**config.mk**
```make
export PLATFORM = sky130hd
export DESIGN_NAME = uart_buf_tx
export DESIGN_NICKNAME = d
export VERILOG_FILES = /design/src/rtl/uart_pkg.sv /design/src/rtl/uart_baud_tick.sv /design/src/rtl/uart_buf_tx.sv
export SDC_FILE = /design/constraint.sdc
export NUM_CORES = 1
export LEC_CHECK = 0
export ABC_AREA = 0
export BUFFER_PORTS_ARGS = -buffer_cell sky130_fd_sc_hd__clkbuf_2
export CAP_MARGIN = 10
export CELL_PAD_IN_SITES_DETAIL_PLACEMENT = 1
export CELL_PAD_IN_SITES_GLOBAL_PLACEMENT = 1
export CORE_AREA = 2 2 214 216
export DETAILED_ROUTE_END_ITERATION = 8
export DIE_AREA = 0 0 216 218
export PLACE_DENSITY = 0.61
export SLEW_MARGIN = 20
export SYNTH_ARGS = -nofsm -noshare
export SYNTH_HDL_FRONTEND = slang
export SYNTH_SLANG_ARGS = --single-unit
export TNS_END_PERCENT = 30
```
**constraint.sdc**
```tcl
create_clock -name clk -period 7.3 [get_ports clk]
set_clock_uncertainty 0.1 [all_clocks]
set_input_delay 2.19 -clock clk [delete_from_list [all_inputs] [get_ports clk]]
set_output_delay 2.19 -clock clk [all_outputs]
set_load 0.01 [all_outputs]
```
**src/rtl/uart_pkg.sv**
```systemverilog
// rtl/uart_pkg.sv - UART transmitter states, framing constants and byte helper.
// UART_TX_PARITY_EN adds the PARITY state.
package uart_pkg;

   typedef enum logic [2:0] {
      ST_IDLE,
      ST_START,
      ST_DATA,
`ifdef UART_TX_PARITY_EN
      ST_PARITY,
`endif
      ST_STOP
   } uart_tx_state_e;

   localparam logic START_LEVEL = 1'b0;
   localparam logic IDLE_LEVEL  = 1'b1;
   localparam int   DATA_BITS   = 8;

   function automatic int bytes_per_word(input int word_w);
      return word_w / DATA_BITS;
   endfunction

endpackage

```
**src/rtl/uart_baud_tick.sv**
```systemverilog
// rtl/uart_baud_tick.sv - loadable bit-time down-counter, pulses bit_end every div+1 cycles.
module uart_baud_tick #(
   parameter int DIV_W = 20
) (
   input  logic             clk,
   input  logic             rst,
   input  logic             i_load,
   input  logic             i_run,
   input  logic [DIV_W-1:0] i_div,
   output logic             o_bit_end
);

   logic [DIV_W-1:0] r_cnt;

   // Auto-reloads on expiry so consecutive bits need no extra load cycle.
   always_ff @(posedge clk) begin
      if (rst) begin
         r_cnt <= '0;
      end else if (i_load) begin
         r_cnt <= i_div;
      end else if (!i_run) begin
         r_cnt <= '0;
      end else if (r_cnt == '0) begin
         r_cnt <= i_div;
      end else begin
         r_cnt <= r_cnt - 1'b1;
      end
   end

   assign o_bit_end = i_run && (r_cnt == '0);

endmodule

```
**src/rtl/uart_buf_tx.sv**
```systemverilog
// rtl/uart_buf_tx.sv - multi-word buffer UART transmitter with start/busy/done handshake.
// UART_TX_PARITY_EN adds the parity_odd port and a parity bit per frame.
module uart_buf_tx
   import uart_pkg::*;
#(
   parameter int CLOCK_SPEED = 100_000_000,
   parameter int BAUD_RATE   = 115200,
   parameter int WORD_W      = 64,
   parameter int WORDS       = 8,
   parameter int STOP_BITS   = 1,
   parameter int DIV_W       = 20,
   localparam int BPW        = bytes_per_word(WORD_W),
   localparam int WPOS_W     = (WORDS > 1) ? $clog2(WORDS) : 1,
   localparam int BPOS_W     = (BPW > 1) ? $clog2(BPW) : 1
) (
   input  logic                    clk,
   input  logic                    rst,
   input  logic [WORDS*WORD_W-1:0] data_buffer,
   input  logic                    endianness,
   input  logic                    start,
   input  logic [DIV_W-1:0]        div,
`ifdef UART_TX_PARITY_EN
   input  logic                    parity_odd,
`endif
   output logic                    tx,
   output logic                    busy,
   output logic                    done,
   output logic [WPOS_W-1:0]       wordpos,
   output logic [BPOS_W-1:0]       bytepos,
   output logic                    bytestart,
   output logic                    byteend
);

   localparam int DEFAULT_DIV = CLOCK_SPEED / BAUD_RATE - 1;

   uart_tx_state_e      r_state;
   logic [DIV_W-1:0]    r_div;
   logic                r_endian;
   logic [7:0]          r_shift;
   logic [2:0]          r_bit_cnt;
   logic [1:0]          r_stop_cnt;
   logic                r_tx;
   logic                r_busy;
   logic                r_bytestart;
   logic [WPOS_W-1:0]   r_wordpos;
   logic [BPOS_W-1:0]   r_bytepos;
`ifdef UART_TX_PARITY_EN
   logic                r_parity_odd;
   logic                r_parity_bit;
   logic                w_parity_odd;
`endif

   logic                w_idle;
   logic                w_bit_end;
   logic [DIV_W-1:0]    w_div;
   logic                w_word_end;
   logic                w_last;
   logic                w_stop_last;
   logic [WPOS_W-1:0]   w_adv_word;
   logic [BPOS_W-1:0]   w_adv_byte;
   logic [WPOS_W-1:0]   w_ld_word;
   logic [BPOS_W-1:0]   w_ld_byte;
   logic                w_ld_endian;
   logic [BPOS_W-1:0]   w_phys;
   logic [7:0]          w_ld_data;

   assign w_idle      = (r_state == ST_IDLE);
   assign w_div       = w_idle ? div : r_div;
   assign w_word_end  = (r_bytepos == BPOS_W'(BPW - 1));
   assign w_last      = w_word_end && (r_wordpos == WPOS_W'(WORDS - 1));
   assign w_stop_last = (r_stop_cnt == 2'(STOP_BITS - 1));
   assign w_adv_byte  = w_word_end ? '0 : r_bytepos + 1'b1;
   assign w_adv_word  = w_word_end ? r_wordpos + 1'b1 : r_wordpos;
`ifdef UART_TX_PARITY_EN
   assign w_parity_odd = w_idle ? parity_odd : r_parity_odd;
`endif

   // The byte about to be loaded: word 0/byte 0 from IDLE, otherwise the next position.
   always_comb begin
      w_ld_word   = w_idle ? '0 : w_adv_word;
      w_ld_byte   = w_idle ? '0 : w_adv_byte;
      w_ld_endian = w_idle ? endianness : r_endian;
      w_phys      = w_ld_endian ? BPOS_W'(BPW - 1) - w_ld_byte : w_ld_byte;
      w_ld_data   = '0;
      for (int w = 0; w < WORDS; w++) begin
         for (int b = 0; b < BPW; b++) begin
            if (w_ld_word == WPOS_W'(w) && w_phys == BPOS_W'(b)) begin
               w_ld_data = data_buffer[w*WORD_W + b*8 +: 8];
            end
         end
      end
   end

   uart_baud_tick #(.DIV_W(DIV_W)) u_baud (
      .clk       (clk),
      .rst       (rst),
      .i_load    (w_idle && start),
      .i_run     (r_busy),
      .i_div     (w_div),
      .o_bit_end (w_bit_end)
   );

   always_ff @(posedge clk) begin
      if (rst) begin
         r_state     <= ST_IDLE;
         r_div       <= DIV_W'(DEFAULT_DIV);
         r_endian    <= 1'b0;
         r_shift     <= '0;
         r_bit_cnt   <= '0;
         r_stop_cnt  <= '0;
         r_tx        <= IDLE_LEVEL;
         r_busy      <= 1'b0;
         r_bytestart <= 1'b0;
         r_wordpos   <= '0;
         r_bytepos   <= '0;
`ifdef UART_TX_PARITY_EN
         r_parity_odd <= 1'b0;
         r_parity_bit <= 1'b0;
`endif
      end else begin
         r_bytestart <= 1'b0;
         case (r_state)
            ST_IDLE: begin
               if (start) begin
                  r_div       <= div;
                  r_endian    <= endianness;
                  r_wordpos   <= '0;
                  r_bytepos   <= '0;
                  r_shift     <= w_ld_data;
                  r_tx        <= START_LEVEL;
                  r_busy      <= 1'b1;
                  r_bytestart <= 1'b1;
                  r_state     <= ST_START;
`ifdef UART_TX_PARITY_EN
                  r_parity_odd <= parity_odd;
                  r_parity_bit <= (^w_ld_data) ^ w_parity_odd;
`endif
               end
            end
            ST_START: begin
               if (w_bit_end) begin
                  r_tx      <= r_shift[0];
                  r_bit_cnt <= '0;
                  r_state   <= ST_DATA;
               end
            end
            ST_DATA: begin
               if (w_bit_end) begin
                  if (r_bit_cnt == 3'(DATA_BITS - 1)) begin
`ifdef UART_TX_PARITY_EN
                     r_tx       <= r_parity_bit;
                     r_state    <= ST_PARITY;
`else
                     r_tx       <= IDLE_LEVEL;
                     r_stop_cnt <= '0;
                     r_state    <= ST_STOP;
`endif
                  end else begin
                     r_shift   <= r_shift >> 1;
                     r_tx      <= r_shift[1];
                     r_bit_cnt <= r_bit_cnt + 1'b1;
                  end
               end
            end
`ifdef UART_TX_PARITY_EN
            ST_PARITY: begin
               if (w_bit_end) begin
                  r_tx       <= IDLE_LEVEL;
                  r_stop_cnt <= '0;
                  r_state    <= ST_STOP;
               end
            end
`endif
            ST_STOP: begin
               if (w_bit_end) begin
                  if (!w_stop_last) begin
                     r_stop_cnt <= r_stop_cnt + 1'b1;
                  end else if (w_last) begin
                     r_busy  <= 1'b0;
                     r_state <= ST_IDLE;
                  end else begin
                     // Back-to-back frames: next start bit follows the stop bit directly.
                     r_wordpos   <= w_adv_word;
                     r_bytepos   <= w_adv_byte;
                     r_shift     <= w_ld_data;
                     r_tx        <= START_LEVEL;
                     r_bytestart <= 1'b1;
                     r_state     <= ST_START;
`ifdef UART_TX_PARITY_EN
                     r_parity_bit <= (^w_ld_data) ^ w_parity_odd;
`endif
                  end
               end
            end
            default: r_state <= ST_IDLE;
         endcase
      end
   end

   assign tx        = r_tx;
   assign busy      = r_busy;
   assign wordpos   = r_wordpos;
   assign bytepos   = r_bytepos;
   assign bytestart = r_bytestart;
   assign byteend   = (r_state == ST_STOP) && w_bit_end && w_stop_last;
   assign done      = byteend && w_last;

endmodule

```
# Word-level counts from Yosys, hierarchy flattened
# Index checks and enable logic that the tools add are counted.
# totals
output_inout_bits,11
ff_bits,66
word_cells,261
inputBits,536
# classes
mux,125
n_reduce_logical,88
eq_ne,30
addsub,6
# op_table
cell,n
two-way mux 8 bit,70
two-way mux 20 bit,4
logical AND 1 bit,70
two-way mux 3 bit,21
"== test 3 bit, second input constant",11
one-hot mux 8 bit (3 select lines),1
zero test 20 bit,1
"inequality test 2 bit, second input constant",10
"subtractor 20 x 1 -> 20 bit, second input constant",1
"== test 3 x 2 -> 1 bit, second input constant",6
one-hot mux 3 bit (2 select lines),3
two-way mux 1 bit,17
AND reduction 5 bit,3
AND reduction 7 bit,2
one-hot mux 3 bit (4 select lines),1
"adder 3 x 1 -> 3 bit, second input constant",3
"== test 3 x 1 -> 1 bit, second input constant",3
zero test 3 bit,3
two-way mux 2 bit,4
AND reduction 6 bit,1
nonzero test 2 bit,3
one-hot mux 1 bit (2 select lines),2
one-hot mux 1 bit (4 select lines),1
one-hot mux 2 bit (2 select lines),1
other kinds (7),7

# Logic depth before layout (Yosys ltp)
# Gate-level depths: netlist (run 1).
# logic_depth
depth_word,75
mapped_depth,15
mapped_depth_nobuf,11

# Cells and area by module
# A second synthesis (run 1) with hierarchy kept.
# unflattened
cells_unflattened,1309
hier_area_um2,9142.5
# modules_own_cells
mod,seq_area_each_um2,n_inst,cells_per_inst,area_per_inst_um2
uart_buf_tx,900.9,1,1203,8049.0
uart_baud_tick,400.4,1,106,1093.5

# Least setup slack after synthesis (run 1)
# OpenSTA, ideal clock, no wires.
# synth_path
path_kind,input to register
from,input port endianness
to,register r_shift[2]
path_slack_ns,3.182
required_time_ns,7.080
setup_time_ns,0.120
cell_stages,9
arrival_ns,3.898
path_buffers,0
path_cell_list,nand2b_1 -> o31ai_4 -> nor2_1 -> a22oi_1 -> o22ai_1 -> or4_1 -> o211ai_1 -> o2111ai_1 -> a211o_1
# synth_between
elab_chain_cells,72
word_cells_on_any_way,143
classes_between,eq/ne (7); mux (71); reduce/logical (65)
# synth_rtl
element,line_no,rtl
from (decl),uart_buf_tx.sv:19,"input logic endianness,"
two-way mux 1 bit *,uart_buf_tx.sv:82,w_ld_endian = w_idle ? endianness : r_endian;
two-way mux 3 bit *,uart_buf_tx.sv:83,w_phys = w_ld_endian ? BPOS_W'(BPW - 1) - w_ld_byte : w_ld_byte;
zero test 3 bit,uart_buf_tx.sv:87,if (w_ld_word == WPOS_W'(w) && w_phys == BPOS_W'(b)) begin
logical AND 1 bit,uart_buf_tx.sv:87,
two-way mux 8 bit (63 in series),uart_buf_tx.sv:87,
two-way mux 8 bit *,uart_buf_tx.sv:87,
two-way mux 8 bit,uart_buf_tx.sv:178,end else if (w_last) begin
two-way mux 8 bit,uart_buf_tx.sv:176,if (!w_stop_last) begin
two-way mux 8 bit,uart_buf_tx.sv:175,if (w_bit_end) begin
one-hot mux 8 bit (3 select lines) *,uart_buf_tx.sv:122,case (r_state)
to (signal assigned),uart_buf_tx.sv:129,r_shift <= w_ld_data;
to (signal assigned),uart_buf_tx.sv:159,r_shift <= r_shift >> 1;
to (signal assigned),uart_buf_tx.sv:185,r_shift <= w_ld_data;
to (decl),uart_buf_tx.sv:39,logic [7:0] r_shift;
# Every way passes the cells marked *; elsewhere a longest branch is shown, timed or not. The select of a mux whose other input is x is not followed.
# A chain may end at the register's enable or synchronous reset.

# Worst setup path in the final report (run 1)
# layout_path
from,"register r_bytepos[0], in the netlist bytepos[0]"
to,register r_shift[0]
# layout_between
elab_chain_cells,75
word_cells_on_any_way,160
classes_between,add/sub (2); eq/ne (16); mux (74); reduce/logical (68)
# layout_rtl
element,line_no,rtl
from (decl),uart_buf_tx.sv:46,logic [BPOS_W-1:0] r_bytepos;
from (signal assigned),uart_buf_tx.sv:184,r_bytepos <= w_adv_byte;
adder 3 x 1 -> 3 bit / == test 3 bit (equally long branches),"uart_buf_tx.sv:72, uart_buf_tx.sv:69",
two-way mux 3 bit,uart_buf_tx.sv:72,assign w_adv_byte = w_word_end ? '0 : r_bytepos + 1'b1;
two-way mux 3 bit,uart_buf_tx.sv:81,w_ld_byte = w_idle ? '0 : w_adv_byte;
subtractor 3 bit,uart_buf_tx.sv:83,
two-way mux 3 bit,uart_buf_tx.sv:83,
zero test 3 bit,uart_buf_tx.sv:87,
logical AND 1 bit,uart_buf_tx.sv:87,
two-way mux 8 bit (64 in series),uart_buf_tx.sv:87,
two-way mux 8 bit,uart_buf_tx.sv:178,
two-way mux 8 bit,uart_buf_tx.sv:176,
two-way mux 8 bit,uart_buf_tx.sv:175,
one-hot mux 8 bit (3 select lines),uart_buf_tx.sv:122,
# Several ways; a longest one is shown, not always the timed one. The select of a mux whose other input is x is not followed.

==> results.cfg, run 1 <==
[status]
status = finished, final reports clean

[logic_synthesis]
synthTopCellsByCount = 172 x nand2_1, 166 x a21oi_1, 95 x o21ai_0
ys_async_sr_fraction = 0
synth_top_area_share = 0.138
syn-instance-count = 1403
synth.most_common_cell = nand2_1
synth_edf_count = 0
ys_ff_latch = 65
synth_area_leaders = dfxtp_1 14%, a21oi_1 8.8%, nand2_1 6.9%
syn_area_per_cell_sq_um = 6.71
synthDistinctLibCells = 91
ys_seq_area_frac = 0.138
synthFlopType = dfxtp_1
syn_nets = 1953
syn_area_sq_um = 9420
yosysWarnings = 0
netlist.top_cell.by_area = dfxtp_1

[clock_network]
ctsHoldBuffers = 0
post_cts_resize_count = 0
cts_root_buffer = clkbuf_16
cts_buffers = 9
cts_setup_buffers = 0
cts.sinks = 65
cts_tree = done
clk_latency_ps = 350
htree_levels = 3
clk_pin_slew_ps = 60
clockBufferDepth = 2

[placement]
io_buffers = 546
dp_hpwl_mm = 62.7
post-place-ws_ps = 1780
gp_congestion = 0.994
placed_area_sq_um = 12800

[power]
max-vdd-ir-drop_mv = 0.146
p_per_area_nw_per_um2 = 281
cellLeakagePower_nw = 5.47

[timing]
worst_pin_slew_ps = 1090
setup-tns-final_ps = 0
maxSlewHeadroom = 0.272
maxSlewViolCount = 0
min_period_over_period = 0.777
period_needed_ps = 5670
setup_viol = 0
final_hold_viol_count = 0
fmax_ghz = 0.176
rsz0062_at_grt = no
setup_slack_ps = 1630

[drt]
wl_mm = 77.4
drc_errors = 0
antenna_left = 0
routedWlPerCell_um = 31.1
viasPerCell = 5.89
drtIter0Drc = 1390
firstDrtPassIters = 6
vias = 14650

[min_path]
hp-start = r_div[9]$_SDFFE_PP1P_
hold_path_depth = 2
hold_path_class = reg -> reg

[layout]
syn_to_final_growth_pct = 38.9
drive_above_1_share = 0.348
final_util = 0.291
fillCellCount = 5740
final_cell_area_sq_um = 13100
nets = 2420

[global_route]
grt_pass1_wl_mm = 109
grt_start_max_net_pins = 46
overflow = 0
track_usage = 0.316
grt_antenna_before_repair = 15
grt_pass1_vias = 15243

[worst_setup_path]
cp-end-kind = register
cp.arrival_ps = 5850
crit_chain = ha_1 -> ha_1 -> nand2_1 -> a22o_1 -> nor2_4 -> a22o_1 -> a21oi_1 -> o211ai_1 -> nor2_1 -> a2111oi_0 -> a21o_1
critPathMaxStageDelay_ps = 880
crit_path_start = bytepos[0]$_SDFFE_PP0P_
crit_type = reg -> reg
cp_slowest_cell = nor2_4
start_kind = register
ff2ff_path_depth = 11
cp_max_fo = 34
r2r-start = bytepos[0]$_SDFFE_PP0P_
critPathRequiredTime_ps = 7480

[die]
start_util = 0.210
dieArea_sq_um = 47100
io_pins = 547
die_y_um = 218
core-area_sq_um = 44900
fp-row-count = 78
die_x_um = 216

[job]
cap_violations = 0
area by class of cell:
type                            count  area [sq um]  area share
Tap cell                          600           751      0.0574
Inverter                           12          45.0     0.00344
Timing Repair Buffer              588          3050       0.233
Clock buffer                       10           239      0.0183
Multi-Input combinational cell   1194          7620       0.582
Clock inverter                      6          50.0     0.00383
Sequential cell                    65          1300      0.0995
Antenna cell                       12          30.0     0.00230
state kept, by name, indices dropped and copies added, names as in the netlist:
| name | cells |
|---|---|
| r_div | 20 |
| u_baud.r_cnt | 20 |
| r_shift | 8 |
| bytepos | 3 |
| r_bit_cnt | 3 |
| wordpos | 3 |
| r_state | 2 |
| r_stop_cnt | 2 |
| busy | 1 |
| bytestart | 1 |
| r_endian | 1 |
| tx | 1 |
through the flow:
stage | cells | hold WS [ps] | power (W)
floorplan | 1403 | 308 | 0.00211
global placement | 2459 | 317 | 0.00314
detailed placement | 2459 | 323 | 0.00318
CTS | 2475 | 335 | 0.00363
global route | 2481 | 347 | 0.00389
finish | 2487 | 335 | 0.00367
power by group:
group	switching (W)	internal, W
clock	0.000194	0.000244
sequential	0.0000868	0.000446
combinational	0.00179	0.000911
logic make-up after synthesis:
kind of cell | Yosys count | share of synthesized area
simple gates | 458 | 0.236
fa+ha+maj | 14 | 0.0186
mux | 31 | 0.0336
compound gates | 674 | 0.490
flops | 65 | 0.138
xor+xnor | 17 | 0.0158
buf+inv | 144 | 0.0676
worst paths after layout:
path | endpoint | slack (ps)
setup / recovery | r_shift[0]$_SDFFE_PP0P_ | 1630
hold / removal | r_div[9]$_SDFFE_PP1P_ | 340
setup reg to reg | r_shift[0]$_SDFFE_PP0P_ | 1630
hold reg to reg | r_div[9]$_SDFFE_PP1P_ | 340
worst max-delay path: cells and delay by family, from the launching register on:
| kind | cells | cell delay (ps) |
|---|---|---|
| simple gates | 3 | 1390 |
| compound gates | 6 | 2130 |
| flops | 1 | 840 |
| fa+ha+maj | 2 | 1110 |
placed cells by master, fill, tap and decap left out, drive strengths merged, types with 11 or more instances in the layout:
master / count
a221oi: 31
buf: 43
o221ai: 17
nor4: 11
a21oi: 167
nor3: 39
o211ai: 38
clkbuf: 555
a22o: 11
a22oi: 54
dfxtp: 65
nand3: 43
a211oi: 24
ha: 14
nand2b: 19
inv: 14
a222oi: 12
diode: 12
a31oi: 23
nor2: 86
or3: 15
mux2i: 26
o21ai: 103
o22a: 13
nand2: 174
o22ai: 75
layer usage:
layer | global-route usage | wire length [um]
met1 | 0.362 | 29400
met4 | 0.176 | 4810
met2 | 0.535 | 36900
met5 | 0 | 47
met3 | 0.0810 | 6270
No activity file was read; power rests on OpenSTA's default activity.
==> inputs of run 2 (changes only) <==
--- a/config.mk
+++ b/config.mk
@@ -5,15 +5,15 @@
 export SDC_FILE = /design/constraint.sdc
 export NUM_CORES = 1
 export LEC_CHECK = 0
-export ABC_AREA = 0
+export ABC_AREA = 1
 export BUFFER_PORTS_ARGS = -buffer_cell sky130_fd_sc_hd__clkbuf_2
 export CAP_MARGIN = 10
 export CELL_PAD_IN_SITES_DETAIL_PLACEMENT = 1
 export CELL_PAD_IN_SITES_GLOBAL_PLACEMENT = 1
-export CORE_AREA = 2 2 214 216
+export CORE_AREA = 2 2 210 212
 export DETAILED_ROUTE_END_ITERATION = 8
-export DIE_AREA = 0 0 216 218
-export PLACE_DENSITY = 0.61
+export DIE_AREA = 0 0 212 214
+export PLACE_DENSITY = 0.64
 export SLEW_MARGIN = 20
 export SYNTH_ARGS = -nofsm -noshare
 export SYNTH_HDL_FRONTEND = slang
==> constraint.sdc (replaced) <==
create_clock -name clk -period 5.07 [get_ports clk]
set_clock_uncertainty 0.1 [all_clocks]
set_input_delay 1.521 -clock clk [delete_from_list [all_inputs] [get_ports clk]]
set_output_delay 1.521 -clock clk [all_outputs]
set_load 0.01 [all_outputs]
==> run 2 against run 1 <==
  * The run now ends with setup timing left
  * Critical path type is now in -> reg
  * Combinational power grew 92%
  * Non-clock buffer count grew 93
  * Synthesized cell count grew 11%
==> results.cfg, run 2 <==
[logic_synthesis]
synth_edf_count = 0
yosysWarnings = 0
ys_seq_area_frac = 0.161
ys_ff_latch = 65
synthDistinctLibCells = 45
syn_area_per_cell_sq_um = 5.16
netlist.top_cell.by_area = nand2_1
syn_nets = 2114
syn_area_sq_um = 8080
ys_async_sr_fraction = 0
synth_area_leaders = nand2_1 27%, dfxtp_1 16%, nor2_1 11%
synth_top_area_share = 0.269
synth.most_common_cell = nand2_1
synthTopCellsByCount = 579 x nand2_1, 236 x nor2_1, 182 x inv_1
syn-instance-count = 1564
synthFlopType = dfxtp_1

[layout]
final_cell_area_sq_um = 12900
drive_above_1_share = 0.350
nets = 2773
syn_to_final_growth_pct = 59.7
mostFrequentLayoutCell = nand2_1
layout_common_cells = 574 x nand2_1, 545 x clkbuf_2, 219 x nor2_1, 181 x inv_1, 130 x buf_4
fin_cells = 2818
largest_registers = r_div x20, u_baud.r_cnt x20, r_shift x8

[die]
die_x_um = 212
core-area_sq_um = 42900
io_pins = 547
die_y_um = 214
fp-row-count = 76
dieArea_sq_um = 45400
start_util = 0.188

[timing]
period_needed_ps = 5770
maxSlewHeadroom = 0.474
setup_viol = 8
worst_pin_slew_ps = 786
maxSlewViolCount = 0
min_period_over_period = 1.14
final_hold_viol_count = 0
fmax_ghz = 0.173
setup_slack_ps = -699
rsz0062_at_grt = yes

[drt]
routedWlPerCell_um = 18.8
vias = 12840
viasPerCell = 4.56
wl_mm = 52.8
antenna_left = 0
drc_errors = 0
drtIter0Drc = 669
firstDrtPassIters = 5

[clock_network]
htree_levels = 3
cts_tree = done
clk_latency_ps = 350
clk_pin_slew_ps = 60
cts_root_buffer = clkbuf_16
cts.sinks = 65
cts_buffers = 9
clockBufferDepth = 2

[worst_setup_path]
crit_buf_inv = 2
cp-end-kind = register
cp.arrival_ps = 5860
critPathMaxStageDelay_ps = 150
crit_type = in -> reg
path_common_cell = nand4_1
critPathRequiredTime_ps = 5170
start_kind = input port
cp_max_fo = 7
worst_path_dominant_cell_family = simple AND/OR/NAND/NOR gates
cp_slowest_cell = a21oi_1

[status]
violations = setup timing
status = finished, violations left

[job]
cap_violations = 0

[placement]
dp_hpwl_mm = 46.1
io_buffers = 546
placed_area_sq_um = 12400
gp_congestion = 0.946
dp.cells = 2790

[power]
cellLeakagePower_nw = 6.62
p_per_area_nw_per_um2 = 511
max-vdd-ir-drop_mv = 0.244

[global_route]
grt_antenna_before_repair = 9
track_usage = 0.224
grt_start_max_net_pins = 54
grt_pass1_vias = 13726
grt_pass1_wl_mm = 79.0
overflow = 0

[min_path]
hold_path_class = reg -> reg
run 2: changes by cell type in the layout (fill, tap and decap cells not counted), moves of 37 or more:
cell and delta:
a21oi_1 -52, a22oi_1 -52, buf_4 +88, inv_1 +170
nand2_1 +402, nand4_1 +107, nor2_1 +136, o211ai_1 -37
o21ai_0 -56, o22ai_1 -69
run 2: repair_timing:
item                                    in CTS  in global routing
endpoints found under the setup margin       8                  8
setup buffers                                0                  7
hold buffers                                 0                  0
pin swaps                                    2                  7
resized for setup                           19                 27
run 2: cell families after synthesis:
| family | synth area share |
|---|---|
| AOI/OAI and AO/OA | 0.115 |
| xor gates and xnor gates | 0.00868 |
| adders and majority gates | 0.0217 |
| buffers and inverters | 0.109 |
| DFF | 0.161 |
| muxes | 0.00620 |
| and+or+nand+nor | 0.578 |
run 2: path summary, 6_finish.rpt:
check                                        startpoint                 endpoint  slack, ps  cells past startpoint
worst max-delay path                         endianness  r_shift[1]$_SDFFE_PP0P_       -700                     45
worst min-delay path             r_div[18]$_SDFFE_PP0P_   r_div[18]$_SDFFE_PP0P_        360                      2
worst max register to register  bytepos[0]$_SDFFE_PP0P_  r_shift[1]$_SDFFE_PP0P_       -420                     45
worst min register to register   r_div[18]$_SDFFE_PP0P_   r_div[18]$_SDFFE_PP0P_        360                      2
run 2: cell type report:
type / count / area (sq um)
Clock inverter: 6 / 73.8
Timing Repair Buffer: 681 / 3770
Antenna cell: 5 / 12.5
Inverter: 195 / 744
Fill cell: 5922 / 30000
Multi-Input combinational cell: 1271 / 6020
Sequential cell: 65 / 1300
Tap cell: 585 / 732
Clock buffer: 10 / 239
run 2: metal layers:
layer,GRT usage,vias up,share of wire
li1,-,6355,-
met1,0.264,6096,0.42
met2,0.421,326,0.51
met3,0.0279,59,0.048
met4,0.0610,4,0.020
met5,0,-,0.00034
run 2: per-stage QoR:
stage / util / hold WS, ps / total power [W] / TNS, ps / worst slack, ps
finish: 0.301 / 364 / 0.00659 / -4360 / -699
global route: 0.301 / 391 / 0.00731 / -8500 / -1210
CTS: 0.297 / 368 / 0.00653 / -4920 / -756
detailed placement: 0.288 / 358 / 0.00576 / -8810 / -1260
global placement: 0.288 / 352 / 0.00565 / -8070 / -1170
floorplan: - / 342 / 0.00375 / 0 / 360
run 2: power by group:
part	switching (W)	internal (W)
combinational	0.00328	0.00191
clock	0.000265	0.000400
sequential	0.0000914	0.000653
run 2: tightest hold or removal path: cells and delay by family, from the launching register on:
kind | cells | cell delay (ps)
flip-flops | 1 | 310
AND/OR/NAND/NOR | 1 | 60
AO/OA/AOI/OAI | 1 | 50
